File: src/rtl/spi_master_pkg.sv
// spi_master_pkg: definitions shared by the SPI master transmit and receive shifters
package spi_master_pkg;
  localparam int WORD_WIDTH = 32;
  localparam int TRGT_RST = 8;
  typedef enum logic [1:0] {IDLE, TRANSMIT, WAIT_FIFO} tx_state_e;
endpackage

File: src/rtl/spi_master_tx.sv
// spi_master_tx: pops FIFO words and shifts them MSB-first onto sdo0..3 in standard or quad mode
module spi_master_tx
  import spi_master_pkg::*;
#(
  parameter int CNT_WIDTH = 16
) (
  input  logic                  clk,
  input  logic                  rstn,
  input  logic                  en,
  input  logic                  tx_edge,
  output logic                  tx_done,
  output logic                  sdo0,
  output logic                  sdo1,
  output logic                  sdo2,
  output logic                  sdo3,
  input  logic                  en_quad_in,
  input  logic [CNT_WIDTH-1:0]  counter_in,
  input  logic                  counter_in_upd,
  input  logic [WORD_WIDTH-1:0] data,
  input  logic                  data_valid,
  output logic                  data_ready,
  output logic                  clk_en_o
);
  tx_state_e state, state_n;
  logic [CNT_WIDTH-1:0] counter, counter_n, counter_trgt;
  logic [WORD_WIDTH-1:0] data_int, data_int_n, data_sh;
  logic done, word_done;
  assign data_sh = en_quad_in ? {data_int[WORD_WIDTH-5:0], 4'b0} : {data_int[WORD_WIDTH-2:0], 1'b0};
  assign word_done = en_quad_in ? &counter[2:0] : &counter[4:0];
  // a zero target never completes rather than wrapping around to all-ones
  assign done = state == TRANSMIT && tx_edge && counter_trgt != '0 &&
                counter == counter_trgt - CNT_WIDTH'(1);
  assign tx_done = done;
  assign sdo0 = en_quad_in ? data_int[WORD_WIDTH-4] : data_int[WORD_WIDTH-1];
  assign sdo1 = en_quad_in & data_int[WORD_WIDTH-3];
  assign sdo2 = en_quad_in & data_int[WORD_WIDTH-2];
  assign sdo3 = en_quad_in & data_int[WORD_WIDTH-1];
  always_comb begin
    state_n = state;
    counter_n = counter;
    data_int_n = data_int;
    data_ready = 1'b0;
    clk_en_o = 1'b0;
    case (state)
      IDLE: if (en && data_valid) begin
        data_int_n = data;
        data_ready = 1'b1;
        counter_n = '0;
        state_n = TRANSMIT;
      end
      TRANSMIT: begin
        clk_en_o = 1'b1;
        if (tx_edge) begin
          counter_n = counter + CNT_WIDTH'(1);
          data_int_n = data_sh;
          if (done) begin
            counter_n = '0;
            state_n = IDLE;
          end else if (word_done && data_valid) begin
            data_int_n = data;
            data_ready = 1'b1;
          end else if (word_done) begin
            clk_en_o = 1'b0;
            state_n = WAIT_FIFO;
          end
        end
      end
      WAIT_FIFO: if (data_valid) begin
        data_int_n = data;
        data_ready = 1'b1;
        state_n = TRANSMIT;
      end
      default: state_n = IDLE;
    endcase
  end
  always_ff @(posedge clk or negedge rstn) begin
    if (!rstn) begin
      state <= IDLE;
      counter <= '0;
      data_int <= '0;
    end else begin
      state <= state_n;
      counter <= counter_n;
      data_int <= data_int_n;
    end
  end
  always_ff @(posedge clk or negedge rstn) begin
    if (!rstn) counter_trgt <= CNT_WIDTH'(TRGT_RST);
    else if (counter_in_upd) counter_trgt <= en_quad_in ? counter_in >> 2 : counter_in;
  end
endmodule

File: config.mk
export PLATFORM = sky130hd
export DESIGN_NAME = spi_master_tx
export DESIGN_NICKNAME = d
export VERILOG_FILES = /design/src/rtl/spi_master_pkg.sv /design/src/rtl/spi_master_tx.sv
export SDC_FILE = /design/constraint.sdc
export NUM_CORES = 1
export LEC_CHECK = 0
export CAP_MARGIN = 0
export CORE_ASPECT_RATIO = 0.5
export CORE_MARGIN = 2
export CORE_UTILIZATION = 55
export CTS_BUF_LIST = sky130_fd_sc_hd__clkbuf_2
export DETAILED_ROUTE_END_ITERATION = 16
export PLACE_DENSITY = 0.8
export SLEW_MARGIN = 20
export SYNTH_ARGS = -nofsm -noshare
export SYNTH_HDL_FRONTEND = slang
export SYNTH_SLANG_ARGS = --single-unit
export TNS_END_PERCENT = 100
File: constraint.sdc
create_clock -name clk -period 3.2 [get_ports clk]
set_input_delay 0.48 -clock clk [delete_from_list [all_inputs] [get_ports clk]]
set_output_delay 0.48 -clock clk [all_outputs]
set_load 0.02 [all_outputs]
==> flow_summary_export.csv <==
group,metric,value,unit
power_and_ir_drop,p_sw_share,43.50,%
synthesis,synthXorXnorAreaFrac,5.642,%
place,place_ws,0.04965,ns
drt,first_pass_iters,4,
timing,drv_slew,0,
power_and_ir_drop,intPower,1989,µW
cells_and_area,n_antenna_cell,0,
timing,rsz0062_at_grt,"true",
power_and_ir_drop,peakVddDrop,0.3043,mV
timing,setup_slack,0.04319,ns
synthesis,synth_edf_count,0,
worst_setup_path,crit_path_end_kind,"output pin",
timing,fin_crit,3.157,ns
power_and_ir_drop,p_sw,1531,µW
drt,vias,3826,
synthesis,netlist_area,4502,µm²
place,io_buffers,61,
synthesis,synthFlopType,"dfrtp_1",
synthesis,synthAdderAreaFrac,1.390,%
worst_setup_path,path_max_fanout,2,
synthesis,synth-seq-cells,66,
drt,via_per_inst,5.719,
synthesis,synth.area.mux_share,3.585,%
status,status,"finished, final reports clean",
die,ioPinCount,62,
power_and_ir_drop,p_total,3520,µW
synthesis,avgSynthCellArea,9.282,µm²
power_and_ir_drop,pwr-share-clk,10.9,%
global_route,grt_pass1_vias,3676,
place,dp_hpwl,7.297,mm
synthesis,syn_nets,545,
clock_tree,cts_tree,"done",
synthesis,yosysSeqAreaShare,36.71,%
power_and_ir_drop,combinationalPowerShare,51.6,%
worst_setup_path,cp_common_cell,"buf_6",
drt,antenna_left,0,
die,core,7971,µm²
timing,fmax,316.8,MHz
die,die_h,67.98,µm
timing,whs,0.4663,ns
flow_run,cap_violations,0,
timing,finalSetupViolations,0,
worst_setup_path,cp-start-kind,"flop",
clock_tree,cts-root-buf,"clkbuf_2",
timing,tightest_slew,0.9884,ns
place,gp_congestion,0.8520,
drt,wl_per_cell,15.66,µm
power_and_ir_drop,power.density,638.5,nW/µm²
die,dieArea,8969,µm²
timing,relSlewSlack,33.90,%
synthesis,yosysUniqueCellTypes,57,
power_and_ir_drop,seqPwrFrac,37.5,%
timing,clock_skew,0.03174,ns
synthesis,async_flop_share,100.0,%
clock_tree,clk_latency,0.52,ns
cells_and_area,utilization,69.16,%
synthesis,yosys.area_share.simple,21.65,%
cells_and_area,mostFrequentLayoutCells,"dfrtp_1 (62), o211ai_1 (60), clkdlybuf4s50_1 (56)",
power_and_ir_drop,p_leak,0.002266,µW
clock_tree,cts.htree.levels,3,
worst_setup_path,crit_arrival,2.68,ns
clock_tree,cts_buffer_depth,2,
cells_and_area,stdcell_count,669,
cells_and_area,final_common_cell,"dfrtp_1",
synthesis,yosys_warnings,0,
die,dieWidth,131.9,µm
global_route,grt_start_max_net_pins,45,
global_route,grt_pass1_wl,17.13,mm
die,rows,23,
global_route,grt_antenna_before_repair,0,
clock_tree,cts_made_buffers,9,
worst_setup_path,critical_path_class,"reg2out",
cells_and_area,drive_gt1_share,20.29,%
drt,drtIter0Drc,237,
synthesis,synth_compound_area_share,26.13,%
worst_setup_path,crit_path_top_delay_cell,"or4_4",
drt,drcViolationCount,0,
die,initial_core_util,56.47,%
synthesis,synth_top_family_by_area,"compound AO/OA/AOI/OAI gates",
cells_and_area,syn_to_final_growth,22.46,%
worst_hold_path,hp-class,"in2reg",
clock_tree,clk_pin_slew,0.16,ns
worst_setup_path,cp_top_family,"compound AO/OA/AOI/OAI gates",
timing,min_period_over_period,98.65,%
cells_and_area,fin_nets,613,
worst_setup_path,worst_path_largest_cell_delay,0.55,ns
drt,routed_wl,10.48,mm
global_route,overflow,0,
timing,hold_viol_final,0,
global_route,grt_use_total,24.07,%
worst_setup_path,crit_buf_inv,2,
place,dp_cells,647,
clock_tree,cts_num_sinks,66,
worst_setup_path,critical_path_required,2.72,ns
worst_setup_path,worstPathCellList,"or4_4, o31a_1, o211ai_1, a211oi_4, buf_6, a31oi_4, nand3_2, nand2_2, buf_6",
synthesis,synth_cells,485,
-- cell type report --
class	count	area, µm²
tap	112	140.1
clock inverter	5	22.52
clock buffer	10	50.05
inverter	10	37.54
multi-input combinational	371	2711
timing repair buffer	95	894.6
fill	619	2459
sequential	66	1657
-- cells by family after synthesis --
kind of cell | Yosys count
compound gates | 140
xor+xnor | 29
fa+ha+maj | 5
buf+inv | 48
flops | 66
mux | 16
simple gates | 181
-- through the flow --
stage                     instance area [µm²]    TNS, ns
after floorplan                          4502          0
after global placement                   5289          0
after detailed placement                 5289          0
after CTS                                5430  -0.001004
after global routing                     5513    -0.2283
final                                    5513          0
-- cells in the mapped netlist (all sizes together), types with 2 or more instances --
master / n / area [µm²]
nand4: 6 / 37.54
nor2b: 2 / 12.51
nor2: 35 / 133.9
a31oi: 3 / 33.78
o211ai: 90 / 825.8
xor2: 16 / 140.1
o31ai: 2 / 15.01
a211oi: 2 / 27.53
nor4b: 2 / 17.52
ha: 5 / 62.56
buf: 12 / 85.08
nor4: 6 / 73.82
dfrtp: 65 / 1627
mux2i: 15 / 150.1
nor3: 4 / 31.28
nand3b: 7 / 52.55
inv: 10 / 37.54
o21ai: 9 / 45.04
clkbuf: 26 / 97.59
nor3b: 4 / 30.03
a21oi: 21 / 105.1
and2: 6 / 37.54
nand3: 17 / 85.08
a21o: 2 / 15.01
xnor2: 13 / 113.9
nand2b: 34 / 220.2
nand2: 52 / 195.2
and3: 2 / 12.51
-- worst paths after layout --
check / startpoint / to / slack [ns] / cells after the start
max in group asynchronous: rstn / counter_trgt[8]$_DFFE_PN0P_ / 1.96 / 3
max reg2reg: counter_trgt[9]$_DFFE_PN0P_ / data_int[9]$_DFFE_PN0P_ / 0.18 / 11
max: counter_trgt[9]$_DFFE_PN0P_ / data_ready / 0.04 / 9
min in group asynchronous: rstn / data_int[12]$_DFFE_PN0P_ / 0.50 / 2
min reg2reg: data_int[2]$_DFFE_PN0P_ / data_int[2]$_DFFE_PN0P_ / 0.53 / 2
min: en_quad_in / state[0]$_DFFE_PN0P_ / 0.47 / 4
-- power groups by stage --
stage	Combinational (µW)	Clock, µW	Sequential, µW
after global placement	1750	0	1330
after floorplan	1360	0	1260
final	1820	385	1320
after detailed placement	1790	0	1330
after global routing	2000	437	1350
after CTS	1800	403	1310
-- worst register-to-register path, cell delays in order, from the launching register on --
cell and delay [ns]:
dfrtp_1 0.40, or4_4 0.55, o31a_1 0.30, o211ai_1 0.29, a211oi_4 0.11, buf_6 0.13
a31oi_4 0.13, buf_4 0.13, buf_4 0.31, nand2b_4 0.29, buf_4 0.20, o211ai_2 0.10
-- routing by layer --
| layer | up-vias | GRT usage [%] | part of all wire, % | wire length [µm] |
|---|---|---|---|---|
| li1 | 1908 | - | - | - |
| met1 | 1832 | 30.44 | 47 | 4938 |
| met2 | 70 | 40.63 | 47 | 4940 |
| met3 | 16 | 6.593 | 4.0 | 423 |
| met4 | 0 | 8.696 | 1.7 | 175 |
| met5 | - | 0 | 0 | 0 |
-- registers in the layout, summed over array words and instances (netlist names) --
name          count
counter          16
counter_trgt     16
data_int         32
state             2
-- timing repair --
action | CTS | global route
hold buffers | 1 | 0
endpoints found under the hold margin | 25 | 0
gates cloned | 0 | 0
gates resized for setup | 24 | 18
buffers inserted | 3 | 3
pin swaps | 5 | 10
setup endpoints to repair | 3 | 3
No activity file was read; power rests on OpenSTA's default activity.
